## src/rtl/enemy_pkg.sv

```systemverilog
// rtl/enemy_pkg.sv - shared constants, FSM encoding and LFSR step for the enemy spawn controller
package enemy_pkg;

   localparam int N_SLOTS    = 10;
   localparam int SLOT_IDX_W = 4;
   localparam int LIVES_W    = 2;

   localparam logic [7:0] X_OFFSET = 8'd8;
   localparam logic [6:0] X_MASK   = 7'h7F;

   localparam logic [1:0] ST_IDLE  = 2'd0;
   localparam logic [1:0] ST_COUNT = 2'd1;
   localparam logic [1:0] ST_PICK  = 2'd2;
   localparam logic [1:0] ST_SPAWN = 2'd3;

   // 8-bit Fibonacci LFSR, taps 8,6,5,4
   function automatic logic [7:0] lfsr_next(input logic [7:0] l);
      return {l[6:0], l[7] ^ l[5] ^ l[4] ^ l[3]};
   endfunction

endpackage

```

## src/rtl/slot_pick_enc.sv

```systemverilog
// rtl/slot_pick_enc.sv - lowest-index free slot priority encoder
module slot_pick_enc
   import enemy_pkg::*;
(
   input  logic [N_SLOTS-1:0]    used,
   output logic [SLOT_IDX_W-1:0] idx,
   output logic                  none_free
);

   always_comb begin
      idx       = '0;
      none_free = 1'b1;
      // Scan downwards so the lowest free index is the last one written
      for (int i = N_SLOTS - 1; i >= 0; i--) begin
         if (!used[i]) begin
            idx       = SLOT_IDX_W'(i);
            none_free = 1'b0;
         end
      end
   end

endmodule

```

## src/rtl/enemy_spawn_ctrl.sv

```systemverilog
// rtl/enemy_spawn_ctrl.sv - enemy slot owner: timed spawns, slot freeing, kills/lives/game over
// Optional DIFFICULTY_RAMP_EN: flying_rate follows kill_count instead of base_rate.
module enemy_spawn_ctrl
   import enemy_pkg::*;
#(
   parameter logic [23:0]        SPAWN_PERIOD = 24'd12499999,
   parameter logic [7:0]         LFSR_SEED    = 8'hA5,
   parameter logic [LIVES_W-1:0] LIVES_INIT   = 2'd3
) (
   input  logic                   clk,
   input  logic                   reset,
   input  logic                   game_en,
   input  logic [N_SLOTS-1:0]     hit,
   input  logic [N_SLOTS-1:0]     touch_edge,
   input  logic [1:0]             base_rate,
   output logic [N_SLOTS-1:0]     c_en,
   output logic [N_SLOTS-1:0]     des,
   output logic [8*N_SLOTS-1:0]   x_flat,
   output logic [1:0]             flying_rate,
   output logic [7:0]             kill_count,
   output logic [LIVES_W-1:0]     lives,
   output logic                   game_over,
   output logic                   spawn_drop
);

   logic [1:0]                  state_q, state_d;
   logic [23:0]                 timer_q, timer_d;
   logic [7:0]                  lfsr_q, lfsr_d;
   logic [SLOT_IDX_W-1:0]       pick_q, pick_d;
   logic [N_SLOTS-1:0]          c_en_q, c_en_d;
   logic [N_SLOTS-1:0]          des_q, des_d;
   logic [N_SLOTS-1:0][7:0]     x_q, x_d;
   logic [7:0]                  kill_q, kill_d;
   logic [LIVES_W-1:0]          lives_q, lives_d;
   logic                        over_q, over_d;
   logic                        drop_q, drop_d;

   logic [SLOT_IDX_W-1:0]       free_idx;
   logic                        none_free;
   logic [3:0]                  kills;
   logic [3:0]                  escapes;
   logic [8:0]                  kill_sum;
   logic                        run;

   slot_pick_enc u_pick (
      .used      (c_en_q),
      .idx       (free_idx),
      .none_free (none_free)
   );

   always_comb begin
      state_d  = state_q;
      timer_d  = timer_q;
      lfsr_d   = lfsr_next(lfsr_q);
      pick_d   = pick_q;
      c_en_d   = c_en_q;
      des_d    = '0;
      x_d      = x_q;
      kill_d   = kill_q;
      lives_d  = lives_q;
      over_d   = over_q;
      drop_d   = 1'b0;
      kills    = '0;
      escapes  = '0;
      kill_sum = '0;
      run      = game_en && !over_q;

      // A simultaneous hit and edge touch is credited as a kill
      for (int i = 0; i < N_SLOTS; i++) begin
         if (c_en_q[i] && (hit[i] || touch_edge[i])) begin
            c_en_d[i] = 1'b0;
            des_d[i]  = 1'b1;
            if (hit[i]) kills = kills + 4'd1;
            else        escapes = escapes + 4'd1;
         end
      end

      kill_sum = {1'b0, kill_q} + {5'b0, kills};
      kill_d   = kill_sum[8] ? 8'hFF : kill_sum[7:0];

      if (escapes != 4'd0) begin
         if ({2'b00, lives_q} <= escapes) begin
            lives_d = '0;
            over_d  = 1'b1;
         end else begin
            lives_d = lives_q - escapes[LIVES_W-1:0];
         end
      end

      if (!run) begin
         state_d = ST_IDLE;
      end else begin
         case (state_q)
            ST_IDLE: begin
               state_d = ST_COUNT;
               timer_d = SPAWN_PERIOD - 24'd1;
            end
            ST_COUNT: begin
               if (timer_q == 24'd0) begin
                  state_d = ST_PICK;
                  timer_d = SPAWN_PERIOD - 24'd1;
               end else begin
                  timer_d = timer_q - 24'd1;
               end
            end
            ST_PICK: begin
               if (none_free) begin
                  drop_d  = 1'b1;
                  state_d = ST_COUNT;
               end else begin
                  pick_d  = free_idx;
                  state_d = ST_SPAWN;
               end
            end
            ST_SPAWN: begin
               c_en_d[pick_q] = 1'b1;
               x_d[pick_q]    = X_OFFSET + {1'b0, lfsr_q[6:0] & X_MASK};
               state_d        = ST_COUNT;
            end
            default: state_d = ST_IDLE;
         endcase
      end
   end

   always_ff @(posedge clk or posedge reset) begin
      if (reset) begin
         state_q <= ST_IDLE;
         timer_q <= SPAWN_PERIOD - 24'd1;
         lfsr_q  <= LFSR_SEED;
         pick_q  <= '0;
         c_en_q  <= '0;
         des_q   <= '0;
         x_q     <= '0;
         kill_q  <= '0;
         lives_q <= LIVES_INIT;
         over_q  <= 1'b0;
         drop_q  <= 1'b0;
      end else begin
         state_q <= state_d;
         timer_q <= timer_d;
         lfsr_q  <= lfsr_d;
         pick_q  <= pick_d;
         c_en_q  <= c_en_d;
         des_q   <= des_d;
         x_q     <= x_d;
         kill_q  <= kill_d;
         lives_q <= lives_d;
         over_q  <= over_d;
         drop_q  <= drop_d;
      end
   end

`ifdef DIFFICULTY_RAMP_EN
   logic [1:0] rate_q, rate_d;
   logic [1:0] unused_base_rate;

   assign unused_base_rate = base_rate;

   always_comb begin
      rate_d = (kill_q[7:4] > 4'd3) ? 2'd3 : kill_q[5:4];
   end

   always_ff @(posedge clk or posedge reset) begin
      if (reset) rate_q <= 2'd0;
      else       rate_q <= rate_d;
   end

   assign flying_rate = rate_q;
`else
   assign flying_rate = base_rate;
`endif

   assign c_en       = c_en_q;
   assign des        = des_q;
   assign x_flat     = x_q;
   assign kill_count = kill_q;
   assign lives      = lives_q;
   assign game_over  = over_q;
   assign spawn_drop = drop_q;

endmodule
```

## config.mk

```make
export PLATFORM = sky130hd
export DESIGN_NAME = enemy_spawn_ctrl
export DESIGN_NICKNAME = d
export VERILOG_FILES = /design/src/rtl/enemy_pkg.sv /design/src/rtl/slot_pick_enc.sv /design/src/rtl/enemy_spawn_ctrl.sv
export SDC_FILE = /design/constraint.sdc
export NUM_CORES = 1
export LEC_CHECK = 0
export CAP_MARGIN = 20
export CORE_MARGIN = 3
export CORE_UTILIZATION = 35
export CTS_CLUSTER_SIZE = 12
export DETAILED_ROUTE_END_ITERATION = 10
export PLACE_DENSITY = 0.67
export SYNTH_ARGS = -nofsm -noshare
export SYNTH_HDL_FRONTEND = slang
export SYNTH_HIERARCHICAL = 1
export SYNTH_SLANG_ARGS = --single-unit
```

## constraint.sdc

```tcl
create_clock -name clk -period 12.35 [get_ports clk]
set_input_delay 3.0875 -clock clk [delete_from_list [all_inputs] [get_ports clk]]
set_output_delay 3.0875 -clock clk [all_outputs]
set_load 0.02 [all_outputs]
```

==> results.json, run 1 <==
{
  "clock_latency_ns": 0.43,
  "htree_levels": 4,
  "initial_core_util_pct": 36.2,
  "place.gp.congestion": 0.854,
  "status": "finished, final reports clean",
  "synthTopCellsByArea": "dfrtp_1, dfstp_2, nand2_1",
  "cts.sinks": 150,
  "rows": 54,
  "slew_headroom_pct": 35.4,
  "cts_tree": "done",
  "io-pin-count": 139,
  "totalWireLength_um": 20400,
  "synth_nets": 879,
  "static-leakage-power_nw": 4.70,
  "p_switching_uw": 275,
  "drt_iter0_drc": 307,
  "cp_max_fo": 6,
  "synth_top_area_share_pct": 40.2,
  "synthesis.area_sq_mm": 0.00803,
  "critPathSlowestCell": "clkdlybuf4s50_1",
  "synth.distinct_cells": 62,
  "min_path_type": "reg2reg",
  "min-delay-start": "lfsr_q[6]",
  "worstPathRequired_ns": 12.64,
  "yosysWarnings": 6,
  "clk_path_buf_depth": 2,
  "finalHoldViolCount": 0,
  "share_comb_of_total_power_pct": 3.4,
  "cp.buffers_inverters": 5,
  "design.die.area_sq_mm": 0.0248,
  "tightest_slew_ns": 0.964,
  "syn2layout_area_growth_pct": 27.4,
  "max_freq_mhz": 95.9,
  "dpl.hpwl_um": 14800,
  "r2r-end": "game_over",
  "core_sq_mm": 0.0222,
  "rsz0062_at_grt": "false",
  "clock_power_share_pct": 48.9,
  "setup_viol": 0,
  "cts-buffers-inserted": 17,
  "start_kind": "input pin",
  "syn_inst": 826,
  "fillCellCount": 2119,
  "synth-main-ff-cell": "dfrtp_1",
  "regArea_sq_mm": 0.00378,
  "slowest_delay_ns": 0.62,
  "ant_nets": 0,
  "worstPathArrival_ns": 10.71,
  "clkTransAtPathRegs_ns": 0.08,
  "final_util_pct": 46.2,
  "drc": 0,
  "hold-path-endpoint": "lfsr_q[7]",
  "power.internal_uw": 785,
  "switching_share_pct": 26.0,
  "antenna_cells": 0,
  "min_delay_path_depth": 0,
  "drive_gt1_share_pct": 11.0,
  "ys_seq_elements": 150,
  "p_per_area_mw_per_mm2": 104,
  "via_per_inst": 5.11,
  "vdd.ir_drop.worst_v": 0.0000726,
  "grt_pass1_vias": 6153,
  "regToRegStartpoint": "c_en[0]",
  "fin_cells": 1244,
  "crit_family": "adder cells",
  "avgSynthCellArea_sq_um": 9.72,
  "multi_input_area_sq_mm": 0.00402,
  "grt_usage_pct": 17.0,
  "ctsResizeCount": 0,
  "antenna_found_initial": 0,
  "vias": 6352,
  "ff2ff_setup_slack_ns": 4.59,
  "cts-hold-fix-buffers": 0,
  "fin_crit_sh_pct": 84.4,
  "finalSetupTns_ns": 0,
  "dp.cells": 1212,
  "slew_violations": 0,
  "worst_setup_path_end_kind": "flip-flop",
  "fin_skew_ns": 0.0171,
  "die_y_um": 157,
  "synth-seq-area-share_pct": 47.1,
  "synth-edff-count": 0,
  "dr.pass1.iters": 5,
  "reg2regPathDepth": 34,
  "critical_path_class": "in2reg",
  "final_nets": 1004,
  "period_needed_ns": 10.42,
  "crit_path_frequent_cell": "ha_1",
  "cts_setup_buffers": 0,
  "drt-wirelength-per-cell_um": 16.4,
  "cap_violations": 0,
  "grt_pass1_wl_um": 33100,
  "grt.overflow.total": 0,
  "synth_area_leader_cell": "dfrtp_1",
  "die_w_um": 157,
  "seqPwrFrac_pct": 47.6,
  "async_reset_ff_share_pct": 100,
  "grt_max_degree": 77,
  "clockRootBuffer": "clkbuf_16",
  "io_buffers": 134
}
==> how the worst max path moves through the flow <==
stage	start	to	slack, ns	depth (start not counted)
after CTS	hit[1]	game_over	1.97	35
final	hit[1]	game_over	1.93	35
after detailed placement	hit[1]	game_over	1.54	35
after global routing	hit[1]	game_over	1.34	35
after global placement	hit[1]	game_over	1.76	35
after floorplan	hit[0]	game_over	2.56	34
==> flip-flops by register name, summed over array words and instances, names as in the netlist, 2 cells and up <==
register and flops:
x_flat 80, timer_q 24, c_en 10, des 10, kill_count 8, lfsr_q 8, pick_q 4, lives 2
state_q 2
==> routing by layer <==
layer / part of all wire (%) / vias to the layer above / global-route usage (%)
li1: - / 3107 / -
met1: 47 / 3069 / 23.3
met2: 46 / 155 / 26.5
met3: 6.0 / 21 / 4.87
met4: 1.3 / 0 / 4.26
met5: 0 / - / 0
==> power groups by stage <==
stage | Combinational (mW) | Clock (mW) | Sequential [mW]
floorplan | 0.0210 | 0 | 0.512
global placement | 0.0364 | 0 | 0.514
detailed placement | 0.0372 | 0 | 0.514
CTS | 0.0373 | 0.533 | 0.505
global route | 0.0415 | 0.552 | 0.506
finish | 0.0363 | 0.519 | 0.505
==> synthesized netlist by cell type (7+ instances only) <==
cell,number
a21o_1,7
a21oi_1,25
and2_1,13
and3b_1,8
clkbuf_1,27
dfrtp_1,129
dfstp_2,21
ha_1,26
inv_1,31
mux2_2,33
mux2i_1,11
nand2_1,147
nand2b_1,7
nand3_1,29
nand4_1,9
nor2_1,54
nor2b_1,19
nor3_1,24
nor3b_1,7
nor4_1,7
o21ai_0,50
xnor2_1,45
xor2_1,11
==> layout make-up <==
class | instances | share of cell area [%]
Clock buffer | 17 | 4.16
Inverter | 33 | 1.26
Tap cell | 280 | 3.42
Multi-Input combinational cell | 613 | 39.3
Sequential cell | 150 | 36.9
Clock inverter | 15 | 1.68
Timing Repair Buffer | 136 | 13.3
==> kinds of logic (layout without fill, tap and decap cells) <==
logic type               count (synthesis)  count (layout)  synth area share [%]
AND/OR/NAND/NOR                        353             353                  21.2
flip-flops                             150             150                  47.1
AO/OA/AOI/OAI                          123             123                  9.50
XOR/XNOR                                63              63                  8.21
buffers and inverters                   63             201                  3.05
multiplexers                            46              46                  6.45
adder cells (fa/ha/maj)                 28              28                  4.55
==> through the flow <==
stage / instance area (sq um) / power, mW / setup WS [ns] / hold WS [ns]
3_3_place_gp: 9630 / 0.550 / 1.76 / 0.412
3_5_place_dp: 9630 / 0.551 / 1.54 / 0.414
6_report: 10200 / 1.06 / 1.93 / 0.425
5_1_grt: 10200 / 1.10 / 1.34 / 0.438
2_1_floorplan: 8030 / 0.533 / 2.56 / 0.353
4_1_cts: 10200 / 1.07 / 1.97 / 0.426
==> cells in the final DEF (no fill, tap or decap), types with 9 or more instances in the layout <==
cell,count
nor3_1,23
inv_1,30
nor2b_1,19
xor2_1,11
nand2_1,147
dfrtp_1,129
xnor2_1,45
clkdlybuf4s50_1,134
nand3_1,29
clkbuf_16,17
and2_1,13
a21oi_1,25
mux2i_1,11
ha_1,26
nor2_1,54
mux2_2,33
nand4_1,9
dfstp_2,21
o21ai_0,50
No activity file was read; power rests on OpenSTA's default activity.
==> run 2, diff against run 1 <==
Settings changed: PLACE_DENSITY 0.67 to 0.69.
Clock period 12.35 ns to 8.9 ns, I/O delays scaled along.
==> results.json, run 2 (same netlist as run 1, synthesis figures left out) <==
{
  "reg2regPathDepth": 41,
  "die_w_um": 157,
  "totalWireLength_um": 21100,
  "io-pin-count": 139,
  "grt.overflow.total": 0,
  "dp.cells": 1242,
  "place.gp.congestion": 0.855,
  "p_per_area_mw_per_mm2": 137,
  "r2r-end": "game_over",
  "hold_slack_ns": 0.434,
  "final_util_pct": 48.6,
  "clkTransAtPathRegs_ns": 0.07,
  "rsz0062_at_grt": "false",
  "setup_viol": 0,
  "die_y_um": 157,
  "critical_path_class": "in2reg",
  "rows": 54,
  "ff2ff_setup_slack_ns": 1.82,
  "core_sq_mm": 0.0222,
  "grt_pass1_wl_um": 33700,
  "via_per_inst": 5.03,
  "finish.instance_area_sq_mm": 0.0108,
  "power.total_mw": 1.47,
  "critical_path.endpoint": "game_over",
  "cts_tree": "done",
  "clk_path_buf_depth": 2,
  "dr.pass1.iters": 5,
  "min_path_type": "reg2reg",
  "worstPathArrival_ns": 8.80,
  "cts-buffers-inserted": 17,
  "vdd.ir_drop.worst_v": 0.000132,
  "clockRootBuffer": "clkbuf_16",
  "slew_headroom_pct": 28.9,
  "syn2layout_area_growth_pct": 34.2,
  "worst_setup_path_end_kind": "flip-flop",
  "crit_start": "touch_edge[0]",
  "period_needed_ns": 8.51,
  "fin_skew_ns": 0.0136,
  "worstPathRequired_ns": 9.19,
  "drc": 0,
  "cts.sinks": 150,
  "ant_nets": 0,
  "antenna_found_initial": 0,
  "tightest_slew_ns": 1.06,
  "slew_violations": 0,
  "antenna_cells": 0,
  "slowest_delay_ns": 0.50,
  "finalHoldViolCount": 0,
  "final_common_cell": "nand2_1",
  "grt_pass1_vias": 6479,
  "grt_usage_pct": 17.3,
  "cts-hold-fix-buffers": 0,
  "fin_cells": 1298,
  "regToRegStartpoint": "c_en[0]",
  "design.die.area_sq_mm": 0.0248,
  "initial_core_util_pct": 36.2,
  "cap_violations": 0,
  "max_freq_mhz": 118,
  "cp_max_fo": 2,
  "drive_gt1_share_pct": 17.3,
  "clock_latency_ns": 0.43,
  "placed_area_sq_mm": 0.00986,
  "drt_iter0_drc": 264,
  "grt_max_degree": 85,
  "dpl.hpwl_um": 15000,
  "critPathSlowestCell": "or4_1",
  "final_nets": 1058,
  "drt-wirelength-per-cell_um": 16.3,
  "fin_crit_sh_pct": 95.6,
  "vias": 6526,
  "start_kind": "input pin",
  "static-leakage-power_nw": 4.98,
  "io_buffers": 134,
  "crit_path_frequent_cell": "buf_4",
  "htree_levels": 4,
  "layout_common_cells": "nand2_1, clkdlybuf4s50_1, dfrtp_1",
  "largest_reg_flops": 80,
  "status": "finished, final reports clean"
}
## run 2: timing repair
item / CTS / global route
setup endpoints to repair: 1 / 10
pin swaps: 5 / 11
gates cloned: 0 / 0
resized for setup: 6 / 24
setup buffers: 18 / 6
## run 2: worst max-delay path, delay by kind of cell
family	cells	cell delay, ns
AOI/OAI and AO/OA	6	0.70
adders and majority gates	5	1.28
buffers and inverters	20	2.44
muxes	1	0.15
and+or+nand+nor	10	1.99
## run 2: how the worst min path moves through the flow
stage / startpoint / endpoint / cells past startpoint
after floorplan: lfsr_q[1] / lfsr_q[2] / 0
after global placement: lfsr_q[6] / lfsr_q[7] / 0
after detailed placement: lfsr_q[6] / lfsr_q[7] / 0
after CTS: lfsr_q[6] / lfsr_q[7] / 0
after global routing: lfsr_q[6] / lfsr_q[7] / 0
final: lfsr_q[6] / lfsr_q[7] / 0
## run 2: layer usage
metal | GRT usage [%] | share of wire [%]
met5 | 0 | 0
met2 | 27.1 | 46
met1 | 23.3 | 46
met4 | 4.50 | 1.4
met3 | 5.58 | 6.3
## run 2: layout make-up
| class | instances | area, sq um |
|---|---|---|
| Fill cell | 2043 | 11400 |
| Multi-Input combinational cell | 613 | 4160 |
| Sequential cell | 150 | 3780 |
| Timing Repair Buffer | 190 | 1780 |
| Clock buffer | 18 | 429 |
| Tap cell | 280 | 350 |
| Clock inverter | 14 | 156 |
| Inverter | 33 | 129 |
## run 2: stage by stage
step | setup TNS, ns | setup slack [ns]
after floorplan | 0 | 0.0189
after global placement | -0.619 | -0.441
after detailed placement | -1.23 | -0.641
after CTS | 0 | 0.00111
after global routing | 0 | 0.0398
final | 0 | 0.394
## run 2: where the power goes
group | switching, mW | internal [mW]
logic | 0.0335 | 0.0188
clock network | 0.322 | 0.398
registers | 0.00849 | 0.692
==> run 3, diff against run 2 <==
Settings changed: CORE_ASPECT_RATIO set to 0.8.
==> results.json, run 3 (same netlist as run 1, synthesis figures left out) <==
{
  "io_buffers": 134,
  "final_nets": 1045,
  "drt-wirelength-per-cell_um": 16.2,
  "min_path_type": "reg2reg",
  "initial_core_util_pct": 36.4,
  "finish.instance_area_sq_mm": 0.0107,
  "core_sq_mm": 0.0220,
  "crit_family": "adder cells",
  "clockRootBuffer": "clkbuf_16",
  "drive_gt1_share_pct": 16.3,
  "design.die.area_sq_mm": 0.0248,
  "max_freq_mhz": 117,
  "critPathSlowestCell": "clkdlybuf4s50_1",
  "vias": 6532,
  "cap_violations": 0,
  "critical_path_class": "in2reg",
  "grt_pass1_wl_um": 34300,
  "die_y_um": 142,
  "slew_violations": 0,
  "antenna_cells": 0,
  "layout_common_cells": "nand2_1, clkdlybuf4s50_1, dfrtp_1",
  "ant_nets": 0,
  "final_common_cell": "nand2_1",
  "grt_pass1_vias": 6423,
  "dr.pass1.iters": 5,
  "power.total_mw": 1.47,
  "slew_headroom_pct": 30.3,
  "finalHoldViolCount": 0,
  "rows": 48,
  "period_needed_ns": 8.55,
  "cp.buffers_inverters": 5,
  "placed_area_sq_mm": 0.00991,
  "static-leakage-power_nw": 4.91,
  "grt_usage_pct": 17.3,
  "slowest_delay_ns": 0.42,
  "via_per_inst": 5.01,
  "clock_latency_ns": 0.43,
  "cts_tree": "done",
  "totalWireLength_um": 21200,
  "fin_skew_ns": 0.00920,
  "syn2layout_area_growth_pct": 32.9,
  "setup_viol": 0,
  "clk_path_buf_depth": 2,
  "grt_max_degree": 84,
  "finalSetupTns_ns": 0,
  "fin_crit_sh_pct": 96.1,
  "grt.overflow.total": 0,
  "vdd.ir_drop.worst_v": 0.000104,
  "io-pin-count": 139,
  "largest_reg_flops": 80,
  "worst_setup_path_end_kind": "flip-flop",
  "status": "finished, final reports clean",
  "place.gp.congestion": 0.898,
  "worstPathRequired_ns": 9.20,
  "die_w_um": 175,
  "antenna_found_initial": 0,
  "cts-buffers-inserted": 17,
  "final_util_pct": 48.4,
  "worstPathArrival_ns": 8.85,
  "htree_levels": 4,
  "drt_iter0_drc": 393,
  "hold_slack_ns": 0.426,
  "clkTransAtPathRegs_ns": 0.07,
  "fillCellCount": 2097,
  "cp_max_fo": 5,
  "tightest_slew_ns": 1.04,
  "start_kind": "input pin",
  "p_per_area_mw_per_mm2": 138,
  "drc": 0,
  "crit_path_frequent_cell": "ha_1",
  "cts.sinks": 150,
  "dpl.hpwl_um": 15300
}
==> run 3: cell count changes in the layout (fill, tap and decap cells not counted), sizes merged, moves of 2 or more <==
cell,delta
clkdlybuf4s50,+2
buf,-13
dlymetal6s2s,-2
clkinv,+3
==> run 3: worst paths after layout <==
kind	slack, ns	from	cells past startpoint	endpoint
min reg2reg	0.43	lfsr_q[6]	0	lfsr_q[7]
min	0.43	lfsr_q[6]	0	lfsr_q[7]
max reg2reg	1.95	c_en[0]	34	game_over
min in group asynchronous	2.31	reset	2	kill_count[6]
max	0.35	hit[1]	35	game_over
max in group asynchronous	5.27	reset	3	lfsr_q[4]
==> run 3: what timing repair did <==
item                                    CTS  global route
gates cloned                              0             0
buffers inserted                          3             5
hold buffers                              0             0
endpoints found under the setup margin    2            11
resized for setup                        10            12
pin swaps                                 4            10
==> run 3: per-stage QoR <==
step	std cells	worst slack [ns]
after CTS	1300	0.00214
after floorplan	826	0.0189
after detailed placement	1265	-0.714
after global routing	1305	-0.0166
after global placement	1265	-0.490
final	1305	0.347
==> run 3: worst register-to-register path, delay by kind of cell, from the launching register on <==
kind / cells / cell delay (ns)
adder cells (fa/ha/maj): 10 / 2.73
AND/OR/NAND/NOR: 14 / 2.37
AO/OA/AOI/OAI: 6 / 0.82
flip-flops: 1 / 0.48
multiplexers: 1 / 0.20
buffers and inverters: 3 / 0.19
==> run 3: power breakdown <==
part / total (mW) / internal [mW] / switching (mW)
logic: 0.0516 / 0.0185 / 0.0331
registers: 0.701 / 0.692 / 0.00884
clock network: 0.718 / 0.380 / 0.338
==> run 3: routing by layer <==
| layer | up-vias | track usage [%] | wire, um |
|---|---|---|---|
| met5 | - | 0 | 0 |
| met4 | 0 | 3.02 | 124 |
| met3 | 13 | 5.91 | 1530 |
| met2 | 181 | 26.4 | 9280 |
| met1 | 3160 | 24.3 | 10200 |
| li1 | 3178 | - | - |
==> run 3: area by class of cell <==
type                            instances  area (sq um)  area share (%)
Multi-Input combinational cell        613          4120            38.6
Sequential cell                       150          3780            35.4
Timing Repair Buffer                  177          1670            15.6
Clock buffer                           17           425            3.99
Tap cell                              300           375            3.52
Clock inverter                         15           179            1.68
Inverter                               33           129            1.21
